===== config.mk =====
export PLATFORM = sky130hd
export DESIGN_NAME = spdif_tx
export DESIGN_NICKNAME = d
export VERILOG_FILES = /design/src/rtl/spdif_pkg.sv /design/src/rtl/spdif_fifo.sv /design/src/rtl/spdif_tx.sv
export SDC_FILE = /design/constraint.sdc
export NUM_CORES = 1
export LEC_CHECK = 0
export ABC_AREA = 0
export BUFFER_PORTS_ARGS = -buffer_cell sky130_fd_sc_hd__buf_2
export CORE_MARGIN = 3
export CORE_UTILIZATION = 45
export DETAILED_ROUTE_END_ITERATION = 12
export MAX_ROUTING_LAYER = met4
export PLACE_DENSITY = 0.68
export SYNTH_ARGS = -nofsm -noshare
export SYNTH_HDL_FRONTEND = slang
export SYNTH_SLANG_ARGS = --single-unit

===== constraint.sdc =====
create_clock -name clk -period 5 [get_ports clk]
set_input_delay 0.25 -clock clk [delete_from_list [all_inputs] [get_ports clk]]
set_output_delay 0.25 -clock clk [all_outputs]
set_load 0.02 [all_outputs]

===== src/rtl/spdif_pkg.sv =====
// spdif_pkg: shared constants and types for the S/PDIF transmitter.
//   PRE_B/PRE_M/PRE_W : 8 half-cell preamble patterns, first half-cell in bit 7
//   SLOT_V..SLOT_P    : slot indices of the validity/user/status/parity bits
//   FRAMES_PER_BLOCK  : channel-status block length
//   state_e           : transmit FSM states
package spdif_pkg;

    localparam logic [7:0] PRE_B = 8'b1110_1000;
    localparam logic [7:0] PRE_M = 8'b1110_0010;
    localparam logic [7:0] PRE_W = 8'b1110_0100;

    localparam logic [4:0] SLOT_V = 5'd28;
    localparam logic [4:0] SLOT_U = 5'd29;
    localparam logic [4:0] SLOT_C = 5'd30;
    localparam logic [4:0] SLOT_P = 5'd31;

    localparam int unsigned FRAMES_PER_BLOCK = 192;

    typedef enum logic [1:0] {
        IDLE,
        PRE,
        BODY
    } state_e;

endpackage


===== src/rtl/spdif_fifo.sv =====
// spdif_fifo: synchronous FIFO holding sample pairs for the S/PDIF transmitter.
//   clk, rst     : clock, asynchronous active-low reset (contents discarded)
//   push_i       : write wdata_i when not full
//   pop_i        : advance read pointer when not empty
//   rdata_o      : head entry (valid while !empty_o)
//   full_o       : DEPTH entries stored
//   empty_o      : no entries stored
module spdif_fifo #(
    parameter int unsigned WIDTH = 32,
    parameter int unsigned DEPTH = 8
) (
    input  logic             clk,
    input  logic             rst,
    input  logic             push_i,
    input  logic [WIDTH-1:0] wdata_i,
    input  logic             pop_i,
    output logic [WIDTH-1:0] rdata_o,
    output logic             full_o,
    output logic             empty_o
);

    localparam int unsigned AW = $clog2(DEPTH);

    logic [WIDTH-1:0] mem_q [DEPTH];
    logic [AW-1:0]    wptr_q, wptr_d;
    logic [AW-1:0]    rptr_q, rptr_d;
    logic [AW:0]      cnt_q, cnt_d;
    logic             do_push, do_pop;

    assign full_o  = (cnt_q == (AW+1)'(DEPTH));
    assign empty_o = (cnt_q == '0);
    assign rdata_o = mem_q[rptr_q];

    assign do_push = push_i & ~full_o;
    assign do_pop  = pop_i & ~empty_o;

    always_comb begin
        wptr_d = wptr_q;
        rptr_d = rptr_q;
        cnt_d  = cnt_q;
        if (do_push) wptr_d = wptr_q + 1'b1;
        if (do_pop)  rptr_d = rptr_q + 1'b1;
        case ({do_push, do_pop})
            2'b10:   cnt_d = cnt_q + 1'b1;
            2'b01:   cnt_d = cnt_q - 1'b1;
            default: cnt_d = cnt_q;
        endcase
    end

    always_ff @(posedge clk or negedge rst) begin
        if (!rst) begin
            wptr_q <= '0;
            rptr_q <= '0;
            cnt_q  <= '0;
        end else begin
            wptr_q <= wptr_d;
            rptr_q <= rptr_d;
            cnt_q  <= cnt_d;
        end
    end

    always_ff @(posedge clk) begin
        if (do_push) mem_q[wptr_q] <= wdata_i;
    end

endmodule


===== src/rtl/spdif_tx.sv =====
// spdif_tx: IEC 60958 consumer (S/PDIF) transmitter with biphase-mark output.
//   clk, rst    : system clock, asynchronous active-low reset
//   en          : transmit enable; stream stops after a full frame once low
//   audio_l/r   : PCM sample pair, two's complement, MSB-aligned into 24 bits
//   audio_valid : pair present; accepted when audio_rdy is high
//   audio_rdy   : FIFO can accept a pair (en & !full)
//   spdif_out   : registered biphase-mark line output
//   block_start : one-cycle pulse when the frame 0 B preamble begins
//   underrun    : one-cycle pulse when a frame starts with the FIFO empty
// Build option: SPDIF_TX_UNDERRUN_REPEAT_EN resends the previous pair (V=1)
// on underrun instead of zeros.
module spdif_tx
    import spdif_pkg::*;
#(
    parameter int unsigned SAMPLE_W = 16,
    parameter int unsigned DEPTH    = 8,
    parameter int unsigned CLK_DIV  = 4,
    parameter logic [31:0] CS_WORD  = 32'h0000_0004,
    parameter bit          MONO     = 1'b0
) (
    input  logic                clk,
    input  logic                rst,
    input  logic                en,
    input  logic [SAMPLE_W-1:0] audio_l,
    input  logic [SAMPLE_W-1:0] audio_r,
    input  logic                audio_valid,
    output logic                audio_rdy,
    output logic                spdif_out,
    output logic                block_start,
    output logic                underrun
);

    localparam int unsigned DW = $clog2(CLK_DIV);

    state_e              state_q, state_d;
    logic [DW-1:0]       div_q, div_d;
    logic [5:0]          hc_q, hc_d;
    logic                sub_q, sub_d;
    logic [7:0]          frame_q, frame_d;
    logic                lvl_q, lvl_d;
    logic                base_q, base_d;
    logic                bs_q, bs_d;
    logic                ur_q, ur_d;
    logic                run_q;
    logic [SAMPLE_W-1:0] hold_l_q, hold_l_d;
    logic [SAMPLE_W-1:0] hold_r_q, hold_r_d;
    logic                hold_v_q, hold_v_d;

    logic                tick, entry, pop;
    logic                fifo_full, fifo_empty;
    logic [2*SAMPLE_W-1:0] fifo_rdata;
    logic [7:0]          pre_pat;
    logic [23:0]         field;
    logic [4:0]          slot, sidx;
    logic                cbit, slot_bit;

    // run_q keeps audio_rdy low during reset and for the first cycle after it
    assign audio_rdy   = en & ~fifo_full & run_q;
    assign spdif_out   = lvl_q;
    assign block_start = bs_q;
    assign underrun    = ur_q;

    assign tick = (div_q == DW'(CLK_DIV - 1));

    spdif_fifo #(
        .WIDTH (2 * SAMPLE_W),
        .DEPTH (DEPTH)
    ) u_fifo (
        .clk     (clk),
        .rst     (rst),
        .push_i  (audio_valid & audio_rdy),
        .wdata_i ({audio_l, (MONO ? audio_l : audio_r)}),
        .pop_i   (pop),
        .rdata_o (fifo_rdata),
        .full_o  (fifo_full),
        .empty_o (fifo_empty)
    );

    // Next-state: counters advance once per half-cell tick
    always_comb begin
        div_d   = tick ? '0 : div_q + 1'b1;
        state_d = state_q;
        hc_d    = hc_q;
        sub_d   = sub_q;
        frame_d = frame_q;
        entry   = 1'b0;
        if (state_q == IDLE && !en) div_d = '0;
        if (tick) begin
            case (state_q)
                IDLE: begin
                    if (en) begin
                        state_d = PRE;
                        hc_d    = '0;
                        sub_d   = 1'b0;
                        frame_d = '0;
                        entry   = 1'b1;
                    end
                end
                default: begin
                    if (hc_q == 6'd63) begin
                        hc_d = '0;
                        if (!en && sub_q) begin
                            state_d = IDLE;
                            sub_d   = 1'b0;
                            frame_d = '0;
                        end else begin
                            state_d = PRE;
                            sub_d   = ~sub_q;
                            entry   = 1'b1;
                            if (sub_q)
                                frame_d = (frame_q == 8'(FRAMES_PER_BLOCK - 1)) ? '0 : frame_q + 1'b1;
                        end
                    end else begin
                        hc_d    = hc_q + 1'b1;
                        state_d = (hc_q >= 6'd7) ? BODY : PRE;
                    end
                end
            endcase
        end
    end

    // Datapath: pair pop, preamble/slot bit selection and biphase-mark level
    always_comb begin
        pop      = entry & ~sub_d;
        bs_d     = pop & (frame_d == '0);
        ur_d     = pop & fifo_empty;
        base_d   = entry ? lvl_q : base_q;
        hold_l_d = hold_l_q;
        hold_r_d = hold_r_q;
        hold_v_d = hold_v_q;
        if (pop) begin
            if (!fifo_empty) begin
                {hold_l_d, hold_r_d} = fifo_rdata;
                hold_v_d = 1'b0;
            end else begin
                hold_v_d = 1'b1;
`ifdef SPDIF_TX_UNDERRUN_REPEAT_EN
                hold_l_d = hold_l_q;
                hold_r_d = hold_r_q;
`else
                hold_l_d = '0;
                hold_r_d = '0;
`endif
            end
        end

        pre_pat = sub_d ? PRE_W : ((frame_d == '0) ? PRE_B : PRE_M);

        // Body half-cells never change sub/frame, so the _q copies describe them
        field = '0;
        field[23 -: SAMPLE_W] = sub_q ? hold_r_q : hold_l_q;
        cbit  = (frame_q < 8'd32) ? CS_WORD[frame_q[4:0]] : 1'b0;
        slot  = hc_d[5:1];
        sidx  = slot - 5'd4;
        case (slot)
            SLOT_V:  slot_bit = hold_v_q;
            SLOT_U:  slot_bit = 1'b0;
            SLOT_C:  slot_bit = cbit;
            SLOT_P:  slot_bit = (^field) ^ hold_v_q ^ cbit;
            default: slot_bit = (sidx < 5'd24) ? field[sidx] : 1'b0;
        endcase

        // Preamble is referenced to the level at entry; data toggles every slot
        lvl_d = lvl_q;
        if (tick) begin
            if (state_d == IDLE)
                lvl_d = 1'b0;
            else if (state_d == PRE)
                lvl_d = pre_pat[~hc_d[2:0]] ^ (entry ? lvl_q : base_q);
            else if (!hc_d[0])
                lvl_d = ~lvl_q;
            else
                lvl_d = lvl_q ^ slot_bit;
        end
    end

    always_ff @(posedge clk or negedge rst) begin
        if (!rst) begin
            state_q  <= IDLE;
            div_q    <= '0;
            hc_q     <= '0;
            sub_q    <= 1'b0;
            frame_q  <= '0;
            lvl_q    <= 1'b0;
            base_q   <= 1'b0;
            bs_q     <= 1'b0;
            ur_q     <= 1'b0;
            run_q    <= 1'b0;
            hold_l_q <= '0;
            hold_r_q <= '0;
            hold_v_q <= 1'b0;
        end else begin
            state_q  <= state_d;
            div_q    <= div_d;
            hc_q     <= hc_d;
            sub_q    <= sub_d;
            frame_q  <= frame_d;
            lvl_q    <= lvl_d;
            base_q   <= base_d;
            bs_q     <= bs_d;
            ur_q     <= ur_d;
            run_q    <= 1'b1;
            hold_l_q <= hold_l_d;
            hold_r_q <= hold_r_d;
            hold_v_q <= hold_v_d;
        end
    end

endmodule


[Yosys cells after proc, flatten, opt, wreduce, memory -nomap -nowiden]
Memories as Yosys holds them, arrays and structs flattened.
Index checks and enable logic that the tools add are counted.
W data, S select, Z words.
Storage, ports and cells
  flip-flop bits (word level): 67
  bits in writable memories: 256
  bits in read-only memories: 32
  input port bits: 36
  output and inout port bits: 4
  word-level logic and storage cells: 120
  memories: 2
Memories
  u_fifo.mem_q: depth 8, width 32, rd ports 1, clocked after memory_dff 0, write ports 1, RTL line spdif_fifo.sv:24  | logic [WIDTH-1:0] mem_q [DEPTH];
  (no name shown): depth 32, width 1, rd ports 1, clocked after memory_dff 0, write ports 0, RTL line spdif_tx.sv:152  | cbit = (frame_q < 8'd32) ? CS_WORD[frame_q[4:0]] : 1'b0;
Operators by class
  add/subtract/negate cells: 8
  order comparisons: 6
  equality and inequality tests: 11
  muxes and demuxes: 50
  bitwise logic cells: 18
  reduce and logical (&&, ||, !) cells: 9
Operators with widths (count)
  $mux W8: 7
  $mux W16: 3
  $mux W6: 4
  $reduce_xor A24 Y1: 1
  $mux W1: 23
  $eq A5 B5 Y1 const B: 4
  $mux W2: 7
  $lt A5 B6 Y1 const B: 2
  $add A8 B1 Y8 const B: 1
  $and A1 B1 Y1: 8
  $eq A8 B8 Y1 const B: 1
  $logic_not A8 Y1: 1
  $lt A8 B6 Y1 const B: 1
  $mux W4: 2
  $pmux W4 S2: 1
  $add A3 B1 Y3 const B: 2
  $add A6 B1 Y6 const B: 1
  $eq A6 B6 Y1 const B: 1
  $ge A6 B3 Y1 const B: 1
  $bmux W1 S5: 1
  $lt A5 B5 Y1 const B: 1
  $not A1 Y1: 5
  $sub A5 B3 Y5 const B: 1
  $add A4 B1 Y4 const B: 1
  15 further kinds: 22

[Logic depth before layout (Yosys ltp)]
Gate-level depths: netlist of run 1.
  depth in word-level cells: 15
  mapped depth: 15
  depth with buffers taken out: 14

[By module]
Synthesis of run 1 repeated with hierarchy kept, for this count alone.
Unflattened totals
  cells, all modules: 833
  area, all modules: 13903.3 µm²
Modules (own cells, without submodules)
  spdif_fifo: times used 1, cells each 437, area an instance 10296.1 µm², sequential area each 7937.6 µm²
  spdif_tx: times used 1, cells each 396, area an instance 3607.2 µm², sequential area each 1426.4 µm²

[Least setup slack after synthesis of run 1]
Ideal clock, no wire load.
  kind: flip-flop to flip-flop
  from: register u_fifo.cnt_q[0]
  to: memory u_fifo.mem_q[0][0] (enable)
  setup time: 0.502 ns
  data arrival time: 4.254 ns
  data required time: 4.498 ns
  path slack: 0.244 ns
  cell stages (with the launch flop): 5
  path buffers: 0
  period minus slack after synthesis: 4.756 ns
  cells stage by stage: dfrtp_1 > nor3_1 > a21oi_1 > nand2_1 > nor4_1
On the way
  longest elaborated chain between the ends: 8
Ends and longest elaborated chain
  start: declaration: RTL line spdif_fifo.sv:27  | logic [AW:0] cnt_q, cnt_d;
  start signal: assignment: RTL line spdif_fifo.sv:58  | cnt_q <= cnt_d;
  $eq A4 B4 Y1: RTL line spdif_fifo.sv:30  | assign full_o = (cnt_q == (AW+1)'(DEPTH));
  $not A1 Y1: RTL line spdif_tx.sv:58  | assign audio_rdy = en & ~fifo_full & run_q;
  $and A1 B1 Y1 (2 in series): RTL line spdif_tx.sv:58
  named net audio_rdy: RTL line spdif_tx.sv:27  | output logic audio_rdy,
  $and A1 B1 Y1: RTL line spdif_tx.sv:71  | .push_i (audio_valid & audio_rdy),
  $and A1 B1 Y1: RTL line spdif_fifo.sv:34  | assign do_push = push_i & ~full_o;
  $mux W1: RTL line spdif_fifo.sv:63  | if (do_push) mem_q[wptr_q] <= wdata_i;
  $mux W1 (not written as such): RTL line spdif_fifo.sv:63
  end: declaration: RTL line spdif_fifo.sv:24
The timed path passes the listed nets, and every way through them passes these cells.

[Final worst setup path of run 1]
  from: register div_q[0]
  to: register u_fifo.cnt_q[3]
On the way
  longest elaborated chain between the ends: 7
  elaborated cells between the ends (all ways): 10
  classes of those cells: 3 x eq/ne; 3 x mux; 3 x bitwise; 1 x reduce/logical
Ends and longest elaborated chain
  start: declaration: RTL line spdif_tx.sv:36  | logic [DW-1:0] div_q, div_d;
  start signal: assignment: RTL line spdif_tx.sv:194  | div_q <= div_d;
  $eq A2 B2 Y1 *: RTL line spdif_tx.sv:63  | assign tick = (div_q == DW'(CLK_DIV - 1));
  $mux W1 *: RTL line spdif_tx.sv:88  | if (tick) begin
  named net sub_d: RTL line spdif_tx.sv:38  | logic sub_q, sub_d;
  $not A1 Y1 *: RTL line spdif_tx.sv:124  | pop = entry & ~sub_d;
  $and A1 B1 Y1 *: RTL line spdif_tx.sv:124
  $and A1 B1 Y1 *: RTL line spdif_fifo.sv:35  | assign do_pop = pop_i & ~empty_o;
  named net u_fifo.do_pop: RTL line spdif_fifo.sv:28  | logic do_push, do_pop;
  $eq A2 B1 Y1 or $eq A2 B2 Y1 (tied branches): RTL line spdif_fifo.sv:43  | case ({do_push, do_pop})
  $pmux W4 S2 or $reduce_bool A2 Y1 (tied branches)
The timed path passes the listed nets; every way through them passes the cells marked *.
A chain may end at the register's enable or synchronous reset.

==> results.json, run 1 <==
{
  "outcome": "complete, no violations",
  "setup_violations": 0,
  "overflow": 0,
  "io_buffers": 39,
  "syn_area_um2": 13600,
  "numCtsBuffers": 35,
  "wl_per_cell_um": 20.6,
  "wirelength_um": 26400,
  "synth_nets": 835,
  "track_usage": 0.171,
  "cp_max_fo": 12,
  "final_antenna_net_count": 0,
  "worstSkewPairLatency_ns": 0.52,
  "crit_arrival_ns": 3.93,
  "cts_tree": "done",
  "die_w_um": 180,
  "ys_ff_latch": 323,
  "final_area_um2": 15600,
  "vias_per_cell": 5.53,
  "cp-end-kind": "flop",
  "dr.pass1.iters": 5,
  "ctsRootBufferMaster": "clkbuf_16",
  "tightest_slew_ns": 1.11,
  "ioPinCount": 40,
  "hp-start": "audio_l[14]",
  "gp_congestion": 0.904,
  "postCtsSetupBuffers": 0,
  "grtUsageMet1": 0.236,
  "grt_busiest_layer": "met2",
  "cts_buffer_depth": 3,
  "first_iter_violations": 431,
  "ys.flop_type": "edfxtp_1",
  "grt_pass1_vias": 7310,
  "n_antenna_cell": 0,
  "tns_ns": 0,
  "placed_cell_area_um2": 14300,
  "synth_cell_types": 60,
  "ctsHoldBuffers": 26,
  "rsz0062_at_grt": "false",
  "clk_pin_slew_ns": 0.06,
  "final_cell_mix": "edfxtp_1, mux4_2, dfrtp_1",
  "synthToLayoutAreaGrowth_pct": 15.1,
  "clock-sinks": 323,
  "drive_gt1_frac": 0.227,
  "core_um2": 29200,
  "peakVddDrop_mv": 0.297,
  "dieHeight_um": 180,
  "async_flop_share": 0.207,
  "nets": 919,
  "fp.dieArea_um2": 32200,
  "hpwl_um": 16000,
  "synth_area_per_cell_um2": 17.2,
  "final_common_cell": "edfxtp_1",
  "yosys_warnings": 0,
  "leakage_nw": 5.41,
  "min_period_ns": 3.55,
  "start_kind": "flop",
  "min_path_type": "input pin to flop",
  "crit_type": "flop to flop",
  "required_ns": 5.38,
  "synthCells": 787,
  "via_count": 7085,
  "antenna_found_initial": 0,
  "finalHoldViolations": 0,
  "initial_core_util": 0.465,
  "synth_edf_count": 256,
  "finClkSkew_ns": 0.0224,
  "grt_max_degree": 68,
  "max_freq_mhz": 282,
  "grt_util_met3": 0.0275,
  "maxCapViolCount": 0,
  "ys_seq_area_frac": 0.691,
  "critPathLaunch": "div_q[0]",
  "cts-resized-gates": 0,
  "drv_slew": 0,
  "p_per_area_nw_per_um2": 464,
  "grtUsageMet2": 0.265,
  "rr_startpoint": "div_q[0]",
  "rows": 62,
  "grt_first_pass_wirelength_um": 42400,
  "relSlewSlack": 0.263,
  "htree_levels": 2,
  "drc": 0,
  "period_share": 0.709
}
-- per-stage QoR --
step / utilization / setup WS, ns / std cells / power [W] / hold WS [ns]
floorplan: - / 0.244 / 787 / 0.00452 / -0.0456
global placement: 0.490 / 1.61 / 1192 / 0.00491 / 0.422
detailed placement: 0.490 / 1.50 / 1192 / 0.00493 / 0.434
CTS: 0.535 / 1.45 / 1281 / 0.00733 / 0.000436
global route: 0.535 / 1.12 / 1281 / 0.00761 / 0.0194
finish: 0.535 / 1.45 / 1281 / 0.00724 / 0.0172
-- path summary, 6_finish.rpt --
path	endpoint	slack, ns	cells after the start
max	u_fifo.cnt_q[3]	1.45	14
max in group asynchronous	u_fifo.rptr_q[0]	3.89	3
max reg2reg	u_fifo.cnt_q[3]	1.45	14
min in group asynchronous	u_fifo.cnt_q[2]	0.48	3
min reg2reg	div_q[0]	0.44	1
min	u_fifo.mem_q[1][30]	0.02	1
-- power by group --
| part | internal (W) | switching (W) |
|---|---|---|
| Sequential | 0.00311 | 0.000247 |
| Clock | 0.00136 | 0.000999 |
| Combinational | 0.000723 | 0.000799 |
| Total | 0.00520 | 0.00205 |
-- cell type report --
cell class,count,area (um^2)
multi-input combinational,409,4020
clock inverter,15,126
fill,2341,13600
inverter,15,56.3
sequential,323,9370
clock buffer,48,925
timing repair buffer,87,621
tap,384,480
-- worst max-delay path: stages, from the launching register on --
cell      delay (ns)
dfrtp_1         0.35
ha_1            0.45
inv_1           0.27
nor4_1          0.31
a21oi_1         0.06
o21ai_0         0.43
nand2b_2        0.22
nor2_1          0.09
ha_1            0.27
ha_1            0.28
a21o_1          0.17
a21oi_1         0.17
xnor2_1         0.13
nor2_1          0.06
xor2_1          0.14
-- cell usage after synthesis, types with 12 or more instances --
master	number	area share
nor2_1	19	0.0053
mux4_2	67	0.11
nand2_1	63	0.017
nand3_1	15	0.0055
mux2i_1	57	0.042
a21oi_1	12	0.0044
xnor2_1	18	0.012
edfxtp_1	256	0.57
o31ai_1	33	0.018
clkbuf_1	20	0.0055
o21ai_0	16	0.0059
dfrtp_1	67	0.12
xor2_1	16	0.010
inv_1	15	0.0042
-- routing by layer --
layer  share of wire  wire [um]
met4           0.026        681
met1            0.45      11800
met2            0.48      12600
met3           0.048       1280
met5               0          0
-- cell families (layout without fill, tap and decap cells) --
group,after synthesis,count (layout),synth area share
buffers and inverters,55,165,0.0167
and+or+nand+nor,145,145,0.0517
DFF,323,323,0.691
AOI/OAI and AO/OA,88,88,0.0486
xor gates and xnor gates,35,35,0.0236
adders and majority gates,12,12,0.0116
muxes,128,128,0.157
other,1,1,0.000277
-- state kept, by name, indices dropped and copies added, names as in the netlist, 3 cells and up --
register	count
hc_q	6
u_fifo.cnt_q	4
hold_l_q	16
u_fifo.wptr_q	3
u_fifo.mem_q	256
hold_r_q	16
u_fifo.rptr_q	3
frame_q	8
Power figures use the tool's default switching activity.
==> run 2: changes to the inputs <==
- PLACE_DENSITY: 0.68 -> 0.7
- clock period: 5 -> 3 ns (I/O delays scaled with it)
==> run 2 against run 1 <==
Effect of this change:
- largest power group unchanged
- final cell count is 1.6% higher
- first-iteration DRC count grew 39%
- maximum frequency up 23%
- register-to-register slack worse by 1.3 ns
- clock skew is 0.0070 ns higher
- hold slack better by 0.051 ns
==> results.json, run 2 (synthesized netlist as in run 1, its figures left out) <==
{
  "final_common_cell": "edfxtp_1",
  "rows": 62,
  "die_w_um": 180,
  "pwr-share-clk": 0.316,
  "initial_core_util": 0.465,
  "ctsRootBufferMaster": "clkbuf_16",
  "synthToLayoutAreaGrowth_pct": 17.4,
  "drc": 0,
  "leakage_nw": 5.52,
  "finClkSkew_ns": 0.0294,
  "gp_congestion": 0.865,
  "first_iter_violations": 601,
  "hpwl_um": 16400,
  "pwr-share-seq": 0.454,
  "crit_type": "flop to flop",
  "pwr-share-comb": 0.230,
  "via_count": 7250,
  "tightest_slew_ns": 0.633,
  "grt_first_pass_wirelength_um": 43800,
  "overflow": 0,
  "p_per_area_nw_per_um2": 770,
  "track_usage": 0.177,
  "wl_per_cell_um": 21.0,
  "finish.utilization": 0.546,
  "min_period_ns": 2.87,
  "drive_gt1_frac": 0.242,
  "worstSkewPairLatency_ns": 0.52,
  "numCtsBuffers": 35,
  "fp.dieArea_um2": 32200,
  "final_antenna_net_count": 0,
  "dieHeight_um": 180,
  "cts_tree": "done",
  "wirelength_um": 27400,
  "dr.pass1.iters": 5,
  "power.total_w": 0.0123,
  "htree_levels": 2,
  "n_antenna_cell": 0,
  "clk_pin_slew_ns": 0.06,
  "relSlewSlack": 0.578,
  "p_sw_w": 0.00347,
  "nets": 941,
  "maxCapViolCount": 0,
  "max_freq_mhz": 348,
  "drv_slew": 0,
  "io_buffers": 39,
  "top_regs": "u_fifo.mem_q (256), hold_l_q (16), hold_r_q (16)",
  "crit_arrival_ns": 3.25,
  "cp_max_fo": 7,
  "antenna_found_initial": 0,
  "clock-sinks": 323,
  "period_share": 0.958,
  "finalHoldViolations": 0,
  "min_path_type": "input pin to flop",
  "grt_max_degree": 68,
  "internal-power_w": 0.00878,
  "cts_buffer_depth": 3,
  "largest_register_ff_count": 256,
  "peakVddDrop_mv": 0.557,
  "fin_ws_ns": 0.126,
  "grt_pass1_vias": 7630,
  "sw_frac_of_total": 0.284,
  "outcome": "complete, no violations",
  "pre_cts_slack_ns": 0.0939,
  "required_ns": 3.38,
  "start_kind": "flop",
  "top_register": "u_fifo.mem_q",
  "core_um2": 29200,
  "cp-end-kind": "flop",
  "final_cell_mix": "edfxtp_1, mux4_2, dfrtp_1",
  "vias_per_cell": 5.57,
  "setup_violations": 0,
  "ioPinCount": 40
}
==> run 2: critical path, stage by stage, from the launching register on <==
cell       delay, ns
dfrtp_1         0.36
ha_2            0.27
buf_4           0.18
o21a_2          0.20
nand4_1         0.18
o311ai_0        0.48
nor3_1          0.11
a2111oi_0       0.48
nand4b_1        0.22
xnor2_1         0.15
o221ai_2        0.12
==> run 2: layout make-up <==
type / count / area, um^2
inverters: 15 / 56.3
clock inverters: 11 / 85.1
fillers: 2347 / 13200
well taps: 384 / 480
clock buffers: 50 / 953
flip-flops and latches: 323 / 9370
repair buffers: 109 / 916
multi-input cells: 409 / 4060
==> run 2: path summary, 6_finish.rpt <==
| path | slack, ns | end | start | cells after the start |
|---|---|---|---|---|
| max | 0.13 | spdif_out | div_q[0] | 10 |
| min | 0.07 | frame_q[0] | en | 3 |
| max reg2reg | 0.13 | spdif_out | div_q[0] | 10 |
| min reg2reg | 0.45 | div_q[0] | div_q[0] | 1 |
| max in group asynchronous | 2.07 | u_fifo.wptr_q[2] | rst | 3 |
| min in group asynchronous | 0.19 | u_fifo.cnt_q[0] | rst | 2 |
==> run 2: timing repair <==
item | 4_1_cts | 5_1_grt
gates resized for setup | 0 | 8
hold buffers | 33 | 0
setup buffers | 0 | 0
setup endpoints to repair | 0 | 2
hold endpoints to repair | 280 | 0
==> run 2: metal layers <==
metal,vias to the layer above,part of all wire,GRT usage
li1,3324,-,-
met1,3739,0.44,0.242
met2,139,0.50,0.285
met3,48,0.038,0.0265
met4,0,0.019,0.0415
met5,-,0,-
==> run 2: power by group through the flow <==
stage | combinational, W | sequential [W] | clock [W]
after floorplan | 0.00204 | 0.00550 | 0
after global placement | 0.00273 | 0.00563 | 0
after detailed placement | 0.00277 | 0.00565 | 0
after CTS | 0.00282 | 0.00556 | 0.00396
after global routing | 0.00310 | 0.00561 | 0.00415
final | 0.00282 | 0.00556 | 0.00388
==> run 2: stage by stage <==
stage	instance area (um^2)	setup TNS (ns)	cells	hold slack, ns
after floorplan	13600	-100.78	787	-0.146
after detailed placement	14500	0	1207	0.191
after global routing	15900	-0.00410	1301	0.0993
final	15900	0	1301	0.0679
after global placement	14500	0	1207	0.192
after CTS	15900	0	1301	0.0449
==> run 3: changes to the inputs <==
==> constraint.sdc (replaced) <==
create_clock -name clk -period 3 [get_ports clk]
set_input_delay 0.6 -clock clk [delete_from_list [all_inputs] [get_ports clk]]
set_output_delay 0.6 -clock clk [all_outputs]
set_load 0.02 [all_outputs]
==> run 3 against run 2 <==
Effect of this change:
- non-clock buffer count is 32 lower
- core utilization is 0.94 points lower
- critical path depth is 2 higher
- via count is 2.4% lower
- largest power group unchanged
- register-to-register slack better by 0.05 ns
- clock skew is 0.0091 ns lower
- critical endpoint unchanged
- wire length is 3.6% lower
- maximum frequency is 1.8% higher
==> results.json, run 3 (synthesized netlist as in run 1, its figures left out) <==
{
  "cts_buffer_depth": 3,
  "ctsHoldBuffers": 0,
  "hpwl_um": 16200,
  "start_kind": "flop",
  "finalHoldViolations": 0,
  "final_common_cell": "edfxtp_1",
  "outcome": "complete, no violations",
  "first_iter_violations": 565,
  "via_count": 7076,
  "synthToLayoutAreaGrowth_pct": 15.4,
  "ioPinCount": 40,
  "num-fill-cells": 2318,
  "drc": 0,
  "p_per_area_nw_per_um2": 786,
  "cp_slowest_stage_delay_ns": 0.48,
  "antenna_found_initial": 2,
  "final_cell_mix": "edfxtp_1, mux4_2, dfrtp_1",
  "min_path_type": "input pin to asynchronous set/reset pin",
  "period_share": 0.941,
  "largest_register_ff_count": 256,
  "worst_path_max_delay_cell": "mux4_2",
  "grt_max_degree": 68,
  "fp.dieArea_um2": 32200,
  "postCtsSetupBuffers": 0,
  "grt_first_pass_wirelength_um": 41600,
  "crit_arrival_ns": 3.25,
  "final_antenna_net_count": 0,
  "required_ns": 3.43,
  "clk_pin_slew_ns": 0.06,
  "cts-resized-gates": 0,
  "maxCapViolCount": 0,
  "crit_family": "multiplexers",
  "worstSkewPairLatency_ns": 0.52,
  "dieHeight_um": 180,
  "tns_ns": 0,
  "drv_slew": 0,
  "core_um2": 29200,
  "cts_tree": "done",
  "io_buffers": 39,
  "htree_levels": 2,
  "relSlewSlack": 0.485,
  "min_period_ns": 2.82,
  "crit_top_cell": "mux2i_1",
  "tightest_slew_ns": 0.772,
  "die_w_um": 180,
  "cp-end-kind": "flop",
  "stdcell_count": 1273,
  "rows": 62,
  "crit_type": "flop to flop",
  "finClkSkew_ns": 0.0203,
  "dr.pass1.iters": 5,
  "path_buf_inv": 2,
  "track_usage": 0.168,
  "nets": 909,
  "peakVddDrop_mv": 0.653,
  "timing.hold.ws_ns": 0.161,
  "placed_cells": 1208,
  "grt_pass1_vias": 7196,
  "crit_chain": "ha_2 > buf_4 > o31ai_4 > a32oi_2 > buf_12 > mux2i_1 > mux2i_1 > mux4_2 > nand2_1 > a31oi_1 > mux2_1 > o221ai_2",
  "vias_per_cell": 5.56,
  "top_regs": "u_fifo.mem_q (256), hold_l_q (16), hold_r_q (16)",
  "ctsRootBufferMaster": "clkbuf_16",
  "leakage_nw": 5.42,
  "wl_per_cell_um": 20.7,
  "clock-sinks": 323,
  "wirelength_um": 26400,
  "initial_core_util": 0.465,
  "rsz0062_at_grt": "false",
  "overflow": 0,
  "setup_violations": 0,
  "numCtsBuffers": 35,
  "gp_congestion": 0.856,
  "drive_gt1_frac": 0.249,
  "max_freq_mhz": 354,
  "top_register": "u_fifo.mem_q",
  "cp_max_fo": 20
}
==> run 3: cell count changes in the layout (fill, tap and decap cells not counted), moves of 2 or more <==
cell           change
nor3_4             +3
buf_4              +2
clkinv_2           -2
bufinv_16          +2
clkbuf_1           -4
nor3_2             -3
dlygate4sd3_1     -33
clkinv_1           +7
diode_2            +2
==> run 3: per-stage QoR <==
step / power, W / setup WS, ns / area, um^2 / util
after floorplan: 0.00756 / -0.148 / 13600 / -
after global placement: 0.00835 / 0.110 / 14500 / 0.499
after detailed placement: 0.00840 / 0.0962 / 14500 / 0.499
after CTS: 0.0124 / 0.0608 / 15600 / 0.536
after global routing: 0.0129 / 0.00503 / 15600 / 0.536
final: 0.0123 / 0.179 / 15600 / 0.536
==> run 3: routing by layer <==
layer | vias up | GRT usage | part of all wire
li1 | 3264 | - | -
met1 | 3620 | 0.225 | 0.44
met2 | 161 | 0.266 | 0.50
met3 | 31 | 0.0388 | 0.051
met4 | 0 | 0.0362 | 0.014
met5 | - | - | 0
==> run 3: report_power, final <==
| part | internal [W] | total (W) | switching [W] |
|---|---|---|---|
| clock network | 0.00236 | 0.00400 | 0.00164 |
| registers | 0.00519 | 0.00560 | 0.000409 |
| logic | 0.00131 | 0.00270 | 0.00139 |
| total | 0.00885 | 0.0123 | 0.00344 |
==> run 3: path summary, 6_finish.rpt <==
| kind | endpoint | slack (ns) | cells after the start | from |
|---|---|---|---|---|
| max | spdif_out | 0.18 | 12 | div_q[0] |
| min | u_fifo.wptr_q[2] | 0.16 | 1 | rst |
| max reg2reg | spdif_out | 0.18 | 12 | div_q[0] |
| min reg2reg | div_q[0] | 0.45 | 1 | div_q[0] |
| max in group asynchronous | hold_r_q[4] | 2.18 | 2 | rst |
| min in group clk | u_fifo.mem_q[2][26] | 0.34 | 1 | audio_l[10] |
==> run 3: final cells by class <==
type | instances | area [um^2] | area share
inverters | 15 | 56.3 | 0.00360
clock inverters | 17 | 153 | 0.00976
well taps | 384 | 480 | 0.0307
multi-input cells | 409 | 4070 | 0.260
clock buffers | 46 | 927 | 0.0593
repair buffers | 77 | 581 | 0.0371
diodes | 2 | 5.00 | 0.000320
flip-flops and latches | 323 | 9370 | 0.599
